[config.mk]
export PLATFORM = sky130hd
export DESIGN_NAME = mem_fifo_ctrl
export DESIGN_NICKNAME = d
export VERILOG_FILES = /design/src/rtl/mem_pkg.sv /design/src/rtl/hex7seg.sv /design/src/rtl/mem_fifo_ctrl.sv
export SDC_FILE = /design/constraint.sdc
export NUM_CORES = 1
export LEC_CHECK = 0
export BUFFER_PORTS_ARGS = -buffer_cell sky130_fd_sc_hd__clkbuf_2
export CORE_MARGIN = 4
export CORE_UTILIZATION = 38
export CTS_BUF_LIST = sky130_fd_sc_hd__clkbuf_2 sky130_fd_sc_hd__clkbuf_4 sky130_fd_sc_hd__clkbuf_8
export DETAILED_ROUTE_END_ITERATION = 10
export GPL_ROUTABILITY_DRIVEN = 0
export RECOVER_POWER = 25
export SLEW_MARGIN = 5
export SYNTH_ARGS = -nofsm -noshare
export SYNTH_HDL_FRONTEND = slang
export SYNTH_HIERARCHICAL = 1
export SYNTH_SLANG_ARGS = --single-unit
[constraint.sdc]
create_clock -name clk_2 -period 2.5 [get_ports clk_2]
set_input_delay 0.5 -clock clk_2 [delete_from_list [all_inputs] [get_ports clk_2]]
set_output_delay 0.5 -clock clk_2 [all_outputs]
set_load 0.005 [all_outputs]
[src/rtl/mem_pkg.sv]
// Shared types and constants for the memory/FIFO controller and display decode.
package mem_pkg;

    typedef enum logic {
        MODE_RAM  = 1'b0,
        MODE_FIFO = 1'b1
    } mode_t;

    // Segment patterns indexed by hex digit; bit7 unused, bits 6..0 = g..a.
    localparam logic [15:0][7:0] SEG_TABLE = {
        8'h71, 8'h79, 8'h5E, 8'h39, 8'h7C, 8'h77, 8'h6F, 8'h7F,
        8'h07, 8'h7D, 8'h6D, 8'h66, 8'h4F, 8'h5B, 8'h06, 8'h3F
    };

endpackage

[src/rtl/hex7seg.sv]
// Registered hex digit to seven-segment decoder; reset shows digit 0.
module hex7seg
    import mem_pkg::*;
(
    input  logic       clk_2,
    input  logic       reset,
    input  logic [3:0] digit,
    output logic [7:0] seg
);

    always_ff @(posedge clk_2) begin
        if (reset) begin
            seg <= SEG_TABLE[0];
        end else begin
            seg <= SEG_TABLE[digit];
        end
    end

endmodule

[src/rtl/mem_fifo_ctrl.sv]
// Small memory usable as an addressed RAM or as a FIFO, driven by switch-level
// write/read requests that are edge-detected so a held switch acts once.
module mem_fifo_ctrl
    import mem_pkg::*;
#(
    parameter int DATA_WIDTH = 4,
    parameter int ADDR_WIDTH = 2
) (
    input  logic                  clk_2,
    input  logic                  reset,
    input  logic                  mode,
    input  logic                  wr_en,
    input  logic                  rd_en,
    input  logic [ADDR_WIDTH-1:0] addr,
    input  logic [DATA_WIDTH-1:0] wdata,
    output logic [DATA_WIDTH-1:0] rdata,
    output logic [ADDR_WIDTH:0]   count,
    output logic                  full,
    output logic                  empty,
    output logic                  overflow,
    output logic                  underflow,
    output logic [7:0]            seg
);

    localparam int                  DEPTH     = 2 ** ADDR_WIDTH;
    localparam logic [ADDR_WIDTH:0] DEPTH_CNT = (ADDR_WIDTH + 1)'(DEPTH);
    localparam logic [ADDR_WIDTH:0] CNT_ONE   = (ADDR_WIDTH + 1)'(1);
    localparam logic [ADDR_WIDTH-1:0] PTR_ONE = ADDR_WIDTH'(1);

    logic [DATA_WIDTH-1:0] mem [DEPTH];
    logic [ADDR_WIDTH-1:0] wptr;
    logic [ADDR_WIDTH-1:0] rptr;
    logic                  mode_q;
    logic                  wr_en_q;
    logic                  rd_en_q;

    logic wr_pulse;
    logic rd_pulse;
    logic mode_chg;
    logic fifo_mode;
    logic do_wr;
    logic do_rd;

    assign full  = (count == DEPTH_CNT);
    assign empty = (count == '0);

    always_comb begin
        wr_pulse  = wr_en & ~wr_en_q;
        rd_pulse  = rd_en & ~rd_en_q;
        mode_chg  = (mode != mode_q);
        fifo_mode = (mode_t'(mode) == MODE_FIFO);
        do_rd     = rd_pulse & ~empty;
        // A read in the same cycle frees the slot, so a full FIFO still accepts the write.
        do_wr     = wr_pulse & (~full | do_rd);
    end

    always_ff @(posedge clk_2) begin
        if (reset) begin
            for (int i = 0; i < DEPTH; i++) begin
                mem[i] <= '0;
            end
            rdata     <= '0;
            wptr      <= '0;
            rptr      <= '0;
            count     <= '0;
            overflow  <= 1'b0;
            underflow <= 1'b0;
            wr_en_q   <= 1'b0;
            rd_en_q   <= 1'b0;
            mode_q    <= mode;
        end else begin
            wr_en_q <= wr_en;
            rd_en_q <= rd_en;
            mode_q  <= mode;
            if (mode_chg) begin
                wptr      <= '0;
                rptr      <= '0;
                count     <= '0;
                overflow  <= 1'b0;
                underflow <= 1'b0;
            end else if (fifo_mode) begin
                if (do_wr) begin
                    mem[wptr] <= wdata;
                    wptr      <= wptr + PTR_ONE;
                end
                if (do_rd) begin
                    rdata <= mem[rptr];
                    rptr  <= rptr + PTR_ONE;
                end
                case ({do_wr, do_rd})
                    2'b10:   count <= count + CNT_ONE;
                    2'b01:   count <= count - CNT_ONE;
                    default: count <= count;
                endcase
                if (wr_pulse & full & ~rd_pulse) begin
                    overflow <= 1'b1;
                end
                if (rd_pulse & empty) begin
                    underflow <= 1'b1;
                end
            end else begin
                if (wr_pulse) begin
                    mem[addr] <= wdata;
                end else begin
                    rdata <= mem[addr];
                end
            end
        end
    end

    hex7seg u_hex7seg (
        .clk_2 (clk_2),
        .reset (reset),
        .digit (rdata[3:0]),
        .seg   (seg)
    );

endmodule

## Word-level counts from Yosys, hierarchy flattened

Memories as Yosys holds them, arrays and structs flattened. A register that Yosys moved wholly into a read port is not among the register bits.
Cells that the tools add are included.

| word-level totals | value |
|---|---|
| memories kept | 2 |
| word-level logic and storage cells | 70 |
| input bits | 11 |
| register bits | 16 |
| memory bits (writable) | 16 |
| bits in read-only memories | 128 |
| bits in latches | 0 |
| output and inout port bits | 19 |

Memory list:

| name | words | width | read ports | clocked after Yosys merged registers in | wr ports | line | text |
|---|---|---|---|---|---|---|---|
| (no name shown) | 16 | 8 | 1 | 1 | 0 | hex7seg.sv:15 | `seg <= SEG_TABLE[digit];` |
| mem | 4 | 4 | 2 | 1 | 4 | mem_fifo_ctrl.sv:30 | `logic [DATA_WIDTH-1:0] mem [DEPTH];` |

| operators by class | value |
|---|---|
| reduce and logical (&&, ||, !) cells | 11 |
| div/mod/pow operators | 0 |
| equal/unequal tests | 6 |
| add/subtract/negate cells | 4 |
| multiplexer cells | 24 |
| bitwise operators | 14 |
| multiply operators | 0 |
| shift operators | 0 |
| magnitude comparators | 0 |

Operator list:

| cell | count |
|---|---|
| $mux W4 | 5 |
| $mux W1 | 14 |
| $reduce_and A2 Y1 | 5 |
| $mux W2 | 4 |
| $reduce_or A4 Y1 | 2 |
| $and A1 B1 Y1 | 7 |
| $not A1 Y1 | 6 |
| $pmux W3 S2 | 1 |
| $add A2 B1 Y2 const B | 2 |
| $add A3 B1 Y3 const B | 1 |
| $eq A3 B3 Y1 const B | 1 |
| $logic_not A3 Y1 | 1 |
| $reduce_and A3 Y1 | 1 |
| $sub A3 B1 Y3 const B | 1 |
| $eq A2 B1 Y1 const B | 1 |
| $eq A2 B2 Y1 const B | 1 |
| $ne A2 B1 Y1 const B | 1 |
| $ne A2 B2 Y1 const B | 1 |
| $reduce_bool A2 Y1 | 1 |
| $reduce_or A2 Y1 | 1 |
| $ne A1 B1 Y1 | 1 |
| $or A1 B1 Y1 | 1 |

## Logic depth before layout (Yosys ltp)

Gate-level depths: netlist of run 1.

| depth | value |
|---|---|
| word-level depth | 13 |
| depth in mapped cells | 7 |
| gate-level depth less buffers | 6 |

## Modules after synthesis

Netlist of run 1, hierarchy kept.

By module, submodules not included:

| module | times used | seq. area each (sq um) | cells an instance | area each (sq um) |
|---|---|---|---|---|
| mem_fifo_ctrl | 1 | 840.8 | 160 | 1,734.2 |
| hex7seg | 1 | 140.1 | 48 | 441.7 |

## Worst setup path before layout of run 1

OpenSTA, ideal clock, no wires.

| path | value |
|---|---|
| path type | input -> register |
| start point | in reset |
| end point | mem mem[1][0], enable pin |
| arrival time | 1.796 ns |
| library setup time | 0.310 ns |
| buffers on the path | 1 |
| required time | 2.190 ns |
| setup slack | 0.394 ns |
| cell stages on the path | 5 |
| path through | or3b_1 > buf_2 > or3_1 > a211o_1 > nand2b_1 |

RTL lines:

| what | line | text |
|---|---|---|
| start, declared | mem_fifo_ctrl.sv:10 | `input logic reset,` |
| end, declared | mem_fifo_ctrl.sv:30 |  |

==> results of run 1 <==
## worst register-to-register path, stage by stage (launching register included)
cell      delay [ns]
dfxtp_1         0.39
or3b_2          0.51
clkinv_1        0.20
a211oi_1        0.17
o21ai_0         0.48
nor2_1          0.09
## synthesized netlist by cell type (all sizes together), types with 3 or more instances
cell,instances,area share
a211o,4,0.016
nor3,5,0.014
or3,3,0.0086
inv,11,0.019
o21ai,7,0.016
mux2i,5,0.023
nor2,28,0.049
nand2b,7,0.020
xor2,3,0.012
or2,3,0.0086
dfxtp,25,0.23
buf,7,0.022
or3b,4,0.016
mux4,8,0.083
nand2,6,0.010
a21oi,8,0.018
nor2b,6,0.017
ha,7,0.040
clkbuf,5,0.0086
edfxtp,16,0.22
a211oi,12,0.041
## metrics by stage
stage	utilization	setup WS (ns)	cell area [um2]	hold WS [ns]
floorplan	-	0.394	2180	0.461
finish	0.449	0.401	2490	0.438
detailed placement	0.432	0.186	2390	0.455
global route	0.449	0.261	2490	0.441
global placement	0.432	0.232	2390	0.450
CTS	0.452	0.399	2500	0.393
## report_power, final
part	total (mW)	switching, mW	internal [mW]
combinational	0.178	0.0969	0.0811
clock	0.529	0.222	0.307
sequential	0.749	0.0247	0.725
## cells by family after synthesis
group,Yosys count,share of synthesized area
xor gates and xnor gates,4,0.0161
adders and majority gates,8,0.0495
buffers and inverters,24,0.0518
DFF,41,0.451
and+or+nand+nor,74,0.183
other,1,0.00172
muxes,13,0.106
AOI/OAI and AO/OA,43,0.141
## state kept, by name (all words and copies together) (netlist names), named ones only
signal	cells
rptr	2
underflow	1
rd_en_q	1
u_hex7seg/seg	7
count	3
wr_en_q	1
overflow	1
mode_q	1
rdata	4
mem	16
wptr	2
## worst paths after layout
check,end,cells past startpoint
setup / recovery,mem[2][3]$_SDFFCE_PN0P_,5
setup reg to reg,mem[2][3]$_SDFFCE_PN0P_,5
hold reg to reg,underflow$_SDFFE_PP0P_,2
hold / removal,mode_q$_DFF_P_,1
## routing by layer
layer | up-vias | wire, um
li1 | 822 | -
met1 | 735 | 2150
met2 | 48 | 1880
met3 | 2 | 256
met4 | 0 | 33
met5 | - | 0
## area by class of cell
cell class                 count  area [um2]
timing repair buffer          35         178
multi-input combinational    143        1080
inverter                      12        45.0
clock inverter                 2        35.0
clock buffer                   6        76.3
fill                         554        3050
sequential                    41         981
tap                           72        90.1
==> results.tsv, run 1 <==
stage	metric	value	unit
clocking	cts bufs inserted	5	
synthesis	#FFs+latches synth	41	
sta	TNS Setup	0	ns
global_route	met1 Usage GRT	0.177	
detailed_routing	First-pass DRT Iterations	4	
detailed_routing	DRC	0	
setup_path	crit path max-delay cell type	or3b_2	
layout	area delta synth->final	14.3	%
setup_path	CP Launch Type	flop	
synthesis	yosys warns	6	
detailed_routing	Vias	1607	
synthesis	Mapped Nets	227	
sta	Final setup viols	0	
clocking	post-cts sizing count	0	
setup_path	Critical Path RT	2.52	ns
sta	final hold viol count	0	
clocking	number of hold buffers added after cts	0	
floorplan	site row count	27	
detailed_routing	post-DR wirelength/cell	13.9	um
global_route	GRT busiest layer	met2	
clocking	Reg clk slew, reported paths	0.08	ns
floorplan	die width	83.7	um
setup_path	critical-path cell list	or3b_2 -> clkinv_1 -> a211oi_1 -> o21ai_0 -> nor2_1	
sta	slew of the pin with the lowest slew margin	0.658	ns
clocking	clock tree sinks	41	
power_and_ir_drop	PwrDens	586	mW/mm2
floorplan	Initial Utilization	0.393	
power_and_ir_drop	LEAKAGE	0.941	nW
layout	most frequent cells in the layout	nor2_1, dfxtp_1, clkbuf_2	
synthesis	Syn Inst Count	208	
clocking	clk root buf	clkbuf_8	
hold_path	Worst Hold Class	in -> reg	
job	max_cap viols	0	
hold_path	hold wc startpoint	mode	
global_route	All-Layer GR Usage	0.128	
layout	share of layout cells above drive strength 1	0.201	
setup_path	RR Startpoint	count[2]$_SDFFE_PP0P_	
layout	Antenna Cells	0	
global_route	total gr overflow	0	
power_and_ir_drop	Power, Total	1.46	mW
outcome	status	finished, final reports clean	
layout	Finished Layout Cells	311	
global_route	met3 GRT Util	0.0375	
detailed_routing	DRT Wirelength	4310	um
detailed_routing	DR vias/cell	5.17	
place	DP Cell Count	303	
floorplan	num ports	30	
power_and_ir_drop	worst vdd ir	518	uV
sta	Max Fclk	476	MHz
setup_path	CP endpoint kind	flop	
place	hpwl dp	3230	um
global_route	vias in the first global route	1517	
synthesis	sequential area share after synthesis	0.451	
global_route	first-pass GRT wire length	7310	um
synthesis	Synth async-reset ratio	0	
sta	clk_skew	0.00308	ns
setup_path	Crit Path Category	reg -> reg	
clocking	Post-CTS Setup Repair Bufs	0	
global_route	antenna violations before repair	0	
setup_path	critical path fanouts, max	9	
synthesis	Syn Std Cell Area	0.00218	mm2
setup_path	CP bufs+invs	1	
floorplan	Core Box Area	0.00554	mm2
synthesis	Post-synth EDFFs	16	
detailed_routing	initial drt markers	95	
global_route	met2 usage	0.196	
global_route	largest net degree at the start of global routing	18	
synthesis	Primary FF master, synth	dfxtp_1	
place	Buffers on Ports	28	
synthesis	unique cell type count in the Yosys netlist	50	
sta	Slew HR	0.561	
setup_path	R2R setup slack	0.40	ns
setup_path	cell family with most CP delay	compound AO/OA/AOI/OAI gates	
setup_path	CP startpoint	count[2]$_SDFFE_PP0P_	
clocking	htree depth	2	
floorplan	Die Area	0.00700	mm2
sta	Final Critical Period	2.10	ns
sta	RSZ-0062 raised after global routing	false	
setup_path	crit-path max cell delay	0.51	ns
clocking	maximum clock path buffer count	2	
detailed_routing	antenna-violating nets left	0	
setup_path	arrival time worst endpoint	2.12	ns
floorplan	Die H	83.7	um
synthesis	Syn Area/Cell	10.5	um2
sta	fin crit share	0.840	
layout	most common cell after layout, fill and taps aside	nor2_1	
clocking	CTS tree	yes	
clocking	Worst-Skew Late Latency	0.28	ns
layout	Nets	257	
sta	fin. max-slew vios	0	
(Power assumes the default switching activity.)
==> run 2, diff against run 1 <==
==> constraint.sdc (replaced) <==
create_clock -name clk_2 -period 1.9 [get_ports clk_2]
set_input_delay 0.38 -clock clk_2 [delete_from_list [all_inputs] [get_ports clk_2]]
set_output_delay 0.38 -clock clk_2 [all_outputs]
set_load 0.005 [all_outputs]
==> results.tsv, run 2 (synthesis results as in run 1) <==
stage	metric	value	unit	change
sta	TNS Setup	0	ns	unchanged
floorplan	die width	83.7	um	unchanged
global_route	total gr overflow	0		unchanged
power_and_ir_drop	Power, Total	1.98	mW	was 1.46 mW
place	hpwl dp	3540	um	was 3230 um
setup_path	CP bufs+invs	1		unchanged
detailed_routing	DRC	0		unchanged
sta	slew of the pin with the lowest slew margin	0.520	ns	was 0.658 ns
floorplan	Die Area	0.00700	mm2	unchanged
global_route	largest net degree at the start of global routing	18		unchanged
sta	final hold viol count	0		unchanged
setup_path	arrival time worst endpoint	1.99	ns	was 2.12 ns
layout	Nets	291		was 257
setup_path	Critical Path RT	2.05	ns	was 2.52 ns
global_route	antenna violations before repair	0		unchanged
outcome	status	finished, final reports clean		unchanged
sta	fin. max-slew vios	0		unchanged
job	max_cap viols	0		unchanged
clocking	htree depth	2		unchanged
setup_path	Crit Path Category	reg -> reg		unchanged
sta	Slew HR	0.653		was 0.561
place	DP Cell Count	336		was 303
global_route	met2 usage	0.216		was 0.196
floorplan	num ports	30		unchanged
clocking	cts bufs inserted	5		unchanged
sta	Final setup viols	0		unchanged
clocking	CTS tree	yes		unchanged
floorplan	Die H	83.7	um	unchanged
power_and_ir_drop	LEAKAGE	1.14	nW	was 0.941 nW
detailed_routing	DR vias/cell	4.99		was 5.17
floorplan	Initial Utilization	0.393		unchanged
clocking	maximum clock path buffer count	2		unchanged
layout	register name with the most flops	mem		unchanged
sta	setup ws final	0.0609	ns	was 0.401 ns
global_route	All-Layer GR Usage	0.137		was 0.128
sta	clk_skew	0.00555	ns	was 0.00308 ns
layout	Antenna Cells	0		unchanged
detailed_routing	Vias	1721		was 1,607
layout	most frequent cells in the layout	buf_4, nor2_1, dfxtp_1		was nor2_1, dfxtp_1, clkbuf_2
global_route	met1 Usage GRT	0.181		was 0.177
setup_path	CP Launch Type	flop		unchanged
global_route	met3 GRT Util	0.0434		was 0.0375
setup_path	cell family with most CP delay	simple AND/OR/NAND/NOR gates		was compound AO/OA/AOI/OAI gates
sta	Final Critical Period	1.84	ns	was 2.10 ns
floorplan	Core Box Area	0.00554	mm2	unchanged
detailed_routing	First-pass DRT Iterations	4		unchanged
clocking	clk root buf	clkbuf_8		unchanged
detailed_routing	antenna-violating nets left	0		unchanged
power_and_ir_drop	worst vdd ir	390	uV	was 518 uV
layout	area delta synth->final	29.8	%	was 14.3%
layout	number of flip-flops in the largest register	16		unchanged
detailed_routing	initial drt markers	78		was 95
layout	Filler Cell Count	520		was 554
setup_path	crit-path max cell delay	0.41	ns	was 0.51 ns
place	Buffers on Ports	28		unchanged
detailed_routing	DRT Wirelength	4690	um	was 4310 um
place	DP Worst Slack	-0.177	ns	was 0.186 ns
detailed_routing	post-DR wirelength/cell	13.6	um	was 13.9 um
setup_path	critical path fanouts, max	5		was 9
clocking	Reg clk slew, reported paths	0.08	ns	about the same
layout	Regs by FF count	mem x16, u_hex7seg/seg x7, rdata x4		unchanged
sta	RSZ-0062 raised after global routing	true		was false
clocking	clock tree sinks	41		unchanged
global_route	GRT busiest layer	met2		unchanged
setup_path	CP endpoint kind	flop		unchanged
layout	share of layout cells above drive strength 1	0.366		was 0.201
layout	most common cell after layout, fill and taps aside	buf_4		was nor2_1
sta	fin crit share	0.968		was 0.840
layout	Finished Layout Cells	345		was 311
global_route	vias in the first global route	1643		was 1,517
global_route	first-pass GRT wire length	7710	um	was 7310 um
setup_path	critical-path cell list	or3b_4 -> or3_4 -> a211o_1 -> buf_4 -> nor2_1		was or3b_2 -> clkinv_1 -> a211oi_1 -> o21ai_0 -> nor2_1
floorplan	site row count	27		unchanged
power_and_ir_drop	PwrDens	702	mW/mm2	was 586 mW/mm2
layout	Final Util	0.510		was 0.449
sta	Max Fclk	544	MHz	was 476 MHz
clocking	number of hold buffers added after cts	0		unchanged
setup_path	crit path max-delay cell type	or3b_4		was or3b_2
hold_path	Worst Hold Class	in -> reg		unchanged
clocking	Worst-Skew Late Latency	0.29	ns	was 0.28 ns
run 2: area by class of cell:
| class | count | area [um2] | share of cell area |
|---|---|---|---|
| repair buffers | 69 | 437 | 0.155 |
| inverters | 12 | 47.5 | 0.0168 |
| flip-flops and latches | 41 | 983 | 0.348 |
| clock inverters | 2 | 33.8 | 0.0120 |
| clock buffers | 6 | 76.3 | 0.0270 |
| well taps | 72 | 90.1 | 0.0319 |
| multi-input cells | 143 | 1160 | 0.410 |
run 2: through the flow:
stage               hold slack [ns]  cell area, um2
detailed placement            0.465            2650
global placement              0.451            2650
global route                  0.339            2830
finish                        0.342            2830
CTS                           0.291            2770
floorplan                     0.408            2180
run 2: path summary, 6_finish.rpt:
path,startpoint,to,slack [ns],depth (start not counted)
worst max-delay path,wr_en_q$_SDFF_PP0_,mem[1][0]$_SDFFCE_PN0P_,0.06,5
worst min-delay path,mode,mode_q$_DFF_P_,0.34,1
worst max register to register,wr_en_q$_SDFF_PP0_,mem[1][0]$_SDFFCE_PN0P_,0.06,5
worst min register to register,underflow$_SDFFE_PP0P_,underflow$_SDFFE_PP0P_,0.47,2
run 2: metal layers:
layer  wire length, um  share of wire  vias to the layer above
met5                 0              0                        -
met4                25         0.0053                        0
met3               286          0.061                        2
met2              2210           0.47                       37
li1                  -              -                      888
met1              2180           0.46                      794
run 2: repair_timing:
action	CTS	global route
setup endpoints to repair	13	27
endpoints found under the hold margin	0	0
buffers inserted	0	1
pin swaps	0	1
gates resized for setup	5	17
run 2: report_power, final:
part	total, mW	internal [mW]	switching, mW
logic	0.294	0.150	0.144
registers	0.987	0.954	0.0326
clock network	0.703	0.402	0.300
==> run 3, diff against run 2 <==
==> constraint.sdc (replaced) <==
create_clock -name clk_2 -period 1.6 [get_ports clk_2]
set_input_delay 0.32 -clock clk_2 [delete_from_list [all_inputs] [get_ports clk_2]]
set_output_delay 0.32 -clock clk_2 [all_outputs]
set_load 0.005 [all_outputs]
==> results.tsv, run 3 (synthesis results as in run 1) <==
stage	metric	value	unit	change
sta	Max Fclk	535	MHz	was 544 MHz
detailed_routing	DRT Wirelength	5540	um	was 4690 um
layout	Regs by FF count	mem x16, u_hex7seg/seg x7, rdata x4		unchanged
layout	area delta synth->final	50.4	%	was 29.8%
setup_path	Critical Path RT	1.61	ns	was 2.05 ns
power_and_ir_drop	LEAKAGE	1.28	nW	was 1.14 nW
global_route	vias in the first global route	1919		was 1,643
clocking	maximum clock path buffer count	2		unchanged
place	hpwl dp	3800	um	was 3540 um
clocking	clk root buf	clkbuf_8		unchanged
layout	register name with the most flops	mem		unchanged
floorplan	site row count	27		unchanged
setup_path	RR Startpoint	wr_en_q$_SDFF_PP0_		unchanged
floorplan	num ports	30		unchanged
outcome	failing checks	setup timing		
layout	most common cell after layout, fill and taps aside	buf_4		unchanged
place	Post-DP Area	0.00272	mm2	was 0.00265 mm2
clocking	CTS tree	yes		unchanged
setup_path	Crit Path Category	reg -> reg		unchanged
sta	Final Critical Period	1.87	ns	was 1.84 ns
sta	fin. max-slew vios	0		unchanged
power_and_ir_drop	Sw Ratio	0.253		was 0.240
power_and_ir_drop	worst vdd ir	574	uV	was 390 uV
global_route	first-pass GRT wire length	9090	um	was 7710 um
hold_path	Worst Hold Class	in -> reg		unchanged
layout	Nets	305		was 291
setup_path	CP Launch Type	flop		unchanged
clocking	Reg clk slew, reported paths	0.08	ns	about the same
power_and_ir_drop	Switching Power	0.623	mW	was 0.477 mW
clocking	clock tree sinks	41		unchanged
floorplan	die width	83.7	um	unchanged
sta	setup ws final	-0.268	ns	was 0.0609 ns
clocking	htree depth	2		unchanged
place	DP Cell Count	341		was 336
sta	slew of the pin with the lowest slew margin	0.850	ns	was 0.520 ns
setup_path	critical path fanouts, max	4		was 5
detailed_routing	DR vias/cell	5.22		was 4.99
detailed_routing	met2 routed WL	2810	um	was 2210 um
layout	number of flip-flops in the largest register	16		unchanged
power_and_ir_drop	Clk network pwr share	0.339		was 0.354
layout	most frequent cells in the layout	buf_4, clkbuf_2, dfxtp_1		was buf_4, nor2_1, dfxtp_1
setup_path	arrival time worst endpoint	1.87	ns	was 1.99 ns
layout	share of layout cells above drive strength 1	0.526		was 0.366
layout	final instance area	0.00327	mm2	was 0.00283 mm2
floorplan	Initial Utilization	0.393		unchanged
detailed_routing	Vias	1873		was 1,721
setup_path	CP startpoint	wr_en_q$_SDFF_PP0_		unchanged
sta	fin crit share	1.17		was 0.968
detailed_routing	DRC	0		unchanged
sta	Final setup viols	37		was 0
sta	Slew HR	0.433		was 0.653
layout	Antenna Cells	0		unchanged
clocking	cts bufs inserted	5		unchanged
global_route	antenna violations before repair	0		unchanged
detailed_routing	DRT met1 WL	2470	um	was 2180 um
global_route	total gr overflow	0		unchanged
sta	final hold viol count	0		unchanged
clocking	Worst-Skew Late Latency	0.28	ns	was 0.29 ns
sta	clk_skew	0.00218	ns	was 0.00555 ns
power_and_ir_drop	P_int	1.84	mW	was 1.51 mW
setup_path	R2R depth	4		was 5
floorplan	Die Area	0.00700	mm2	unchanged
sta	RSZ-0062 raised after global routing	true		unchanged
hold_path	hold wc startpoint	rd_en		was mode
detailed_routing	First-pass DRT Iterations	4		unchanged
detailed_routing	met3 WL post-DR	209	um	was 286 um
place	Buffers on Ports	28		unchanged
setup_path	CP endpoint kind	flop		unchanged
detailed_routing	initial drt markers	71		was 78
hold_path	Worst Hold Depth	2		was 1
detailed_routing	post-DR wirelength/cell	15.4	um	was 13.6 um
floorplan	Core Box Area	0.00554	mm2	unchanged
power_and_ir_drop	Combinational Power Share	0.187		was 0.148
detailed_routing	Highest Signal Layer	met4		unchanged
job	max_cap viols	0		unchanged
layout	Finished Layout Cells	359		was 345
floorplan	Die H	83.7	um	unchanged
detailed_routing	antenna-violating nets left	0		unchanged
outcome	status	finished with violations		was finished, final reports clean
global_route	All-Layer GR Usage	0.158		was 0.137
power_and_ir_drop	part of the power in registers	0.474		was 0.497
power_and_ir_drop	PwrDens	752	mW/mm2	was 702 mW/mm2
global_route	largest net degree at the start of global routing	17		was 18
==> run 3: cell types whose count changed in the layout (fill, tap and decap cells not counted), moves of 4 or more <==
cell      change
nor2_1        -9
buf_6        +17
a211oi_1      -5
o21ai_4       +5
nor2_2        +7
buf_4         -4
o21ai_0       -5
==> run 3: critical path: stages (launching register included) <==
cell      delay, ns
dfxtp_2        0.32
or3b_4         0.39
or3_4          0.39
a211o_1        0.38
nand2b_4       0.12
==> run 3: layout make-up <==
type	instances	area, um2
clock buffers	6	76.3
inverters	12	52.6
repair buffers	83	626
clock inverters	2	33.8
multi-input cells	143	1410
well taps	72	90.1
fillers	477	2270
flip-flops and latches	41	987
==> run 3: stage by stage <==
step	worst slack, ns	total power [mW]	hold slack [ns]	utilization	setup TNS, ns
after floorplan	-0.337	1.40	0.348	-	-4.08
after global placement	-0.357	1.55	0.448	0.491	-10.17
after detailed placement	-0.408	1.55	0.475	0.491	-11.48
after CTS	-0.234	2.43	0.275	0.554	-4.81
after global routing	-0.318	2.57	0.292	0.591	-8.46
final	-0.268	2.46	0.278	0.591	-5.93
==> run 3: what timing repair did <==
action | CTS | global route
setup buffers | 7 | 8
hold buffers | 0 | 0
resized for setup | 46 | 41
pin swaps | 15 | 26
setup endpoints to repair | 39 | 42
==> run 3: metal layers <==
metal	up-vias	global-route usage
met2	42	0.283
met3	10	0.0336
met1	910	0.198
li1	911	-
met4	0	0.0263
met5	-	0
==> run 3: final timing paths <==
path                                                 to  slack [ns]
worst max register to register  mem[1][2]$_SDFFCE_PN0P_       -0.27
worst min-delay path                 rd_en_q$_SDFF_PP0_        0.28
worst max-delay path            mem[1][2]$_SDFFCE_PN0P_       -0.27
worst min register to register   underflow$_SDFFE_PP0P_        0.49
==> run 3: power by group through the flow <==
| stage | combinational (mW) | clock, mW | sequential (mW) |
|---|---|---|---|
| after floorplan | 0.218 | 0 | 1.18 |
| final | 0.461 | 0.834 | 1.17 |
| after global routing | 0.500 | 0.899 | 1.17 |
| after global placement | 0.360 | 0 | 1.19 |
| after detailed placement | 0.364 | 0 | 1.19 |
| after CTS | 0.414 | 0.845 | 1.17 |
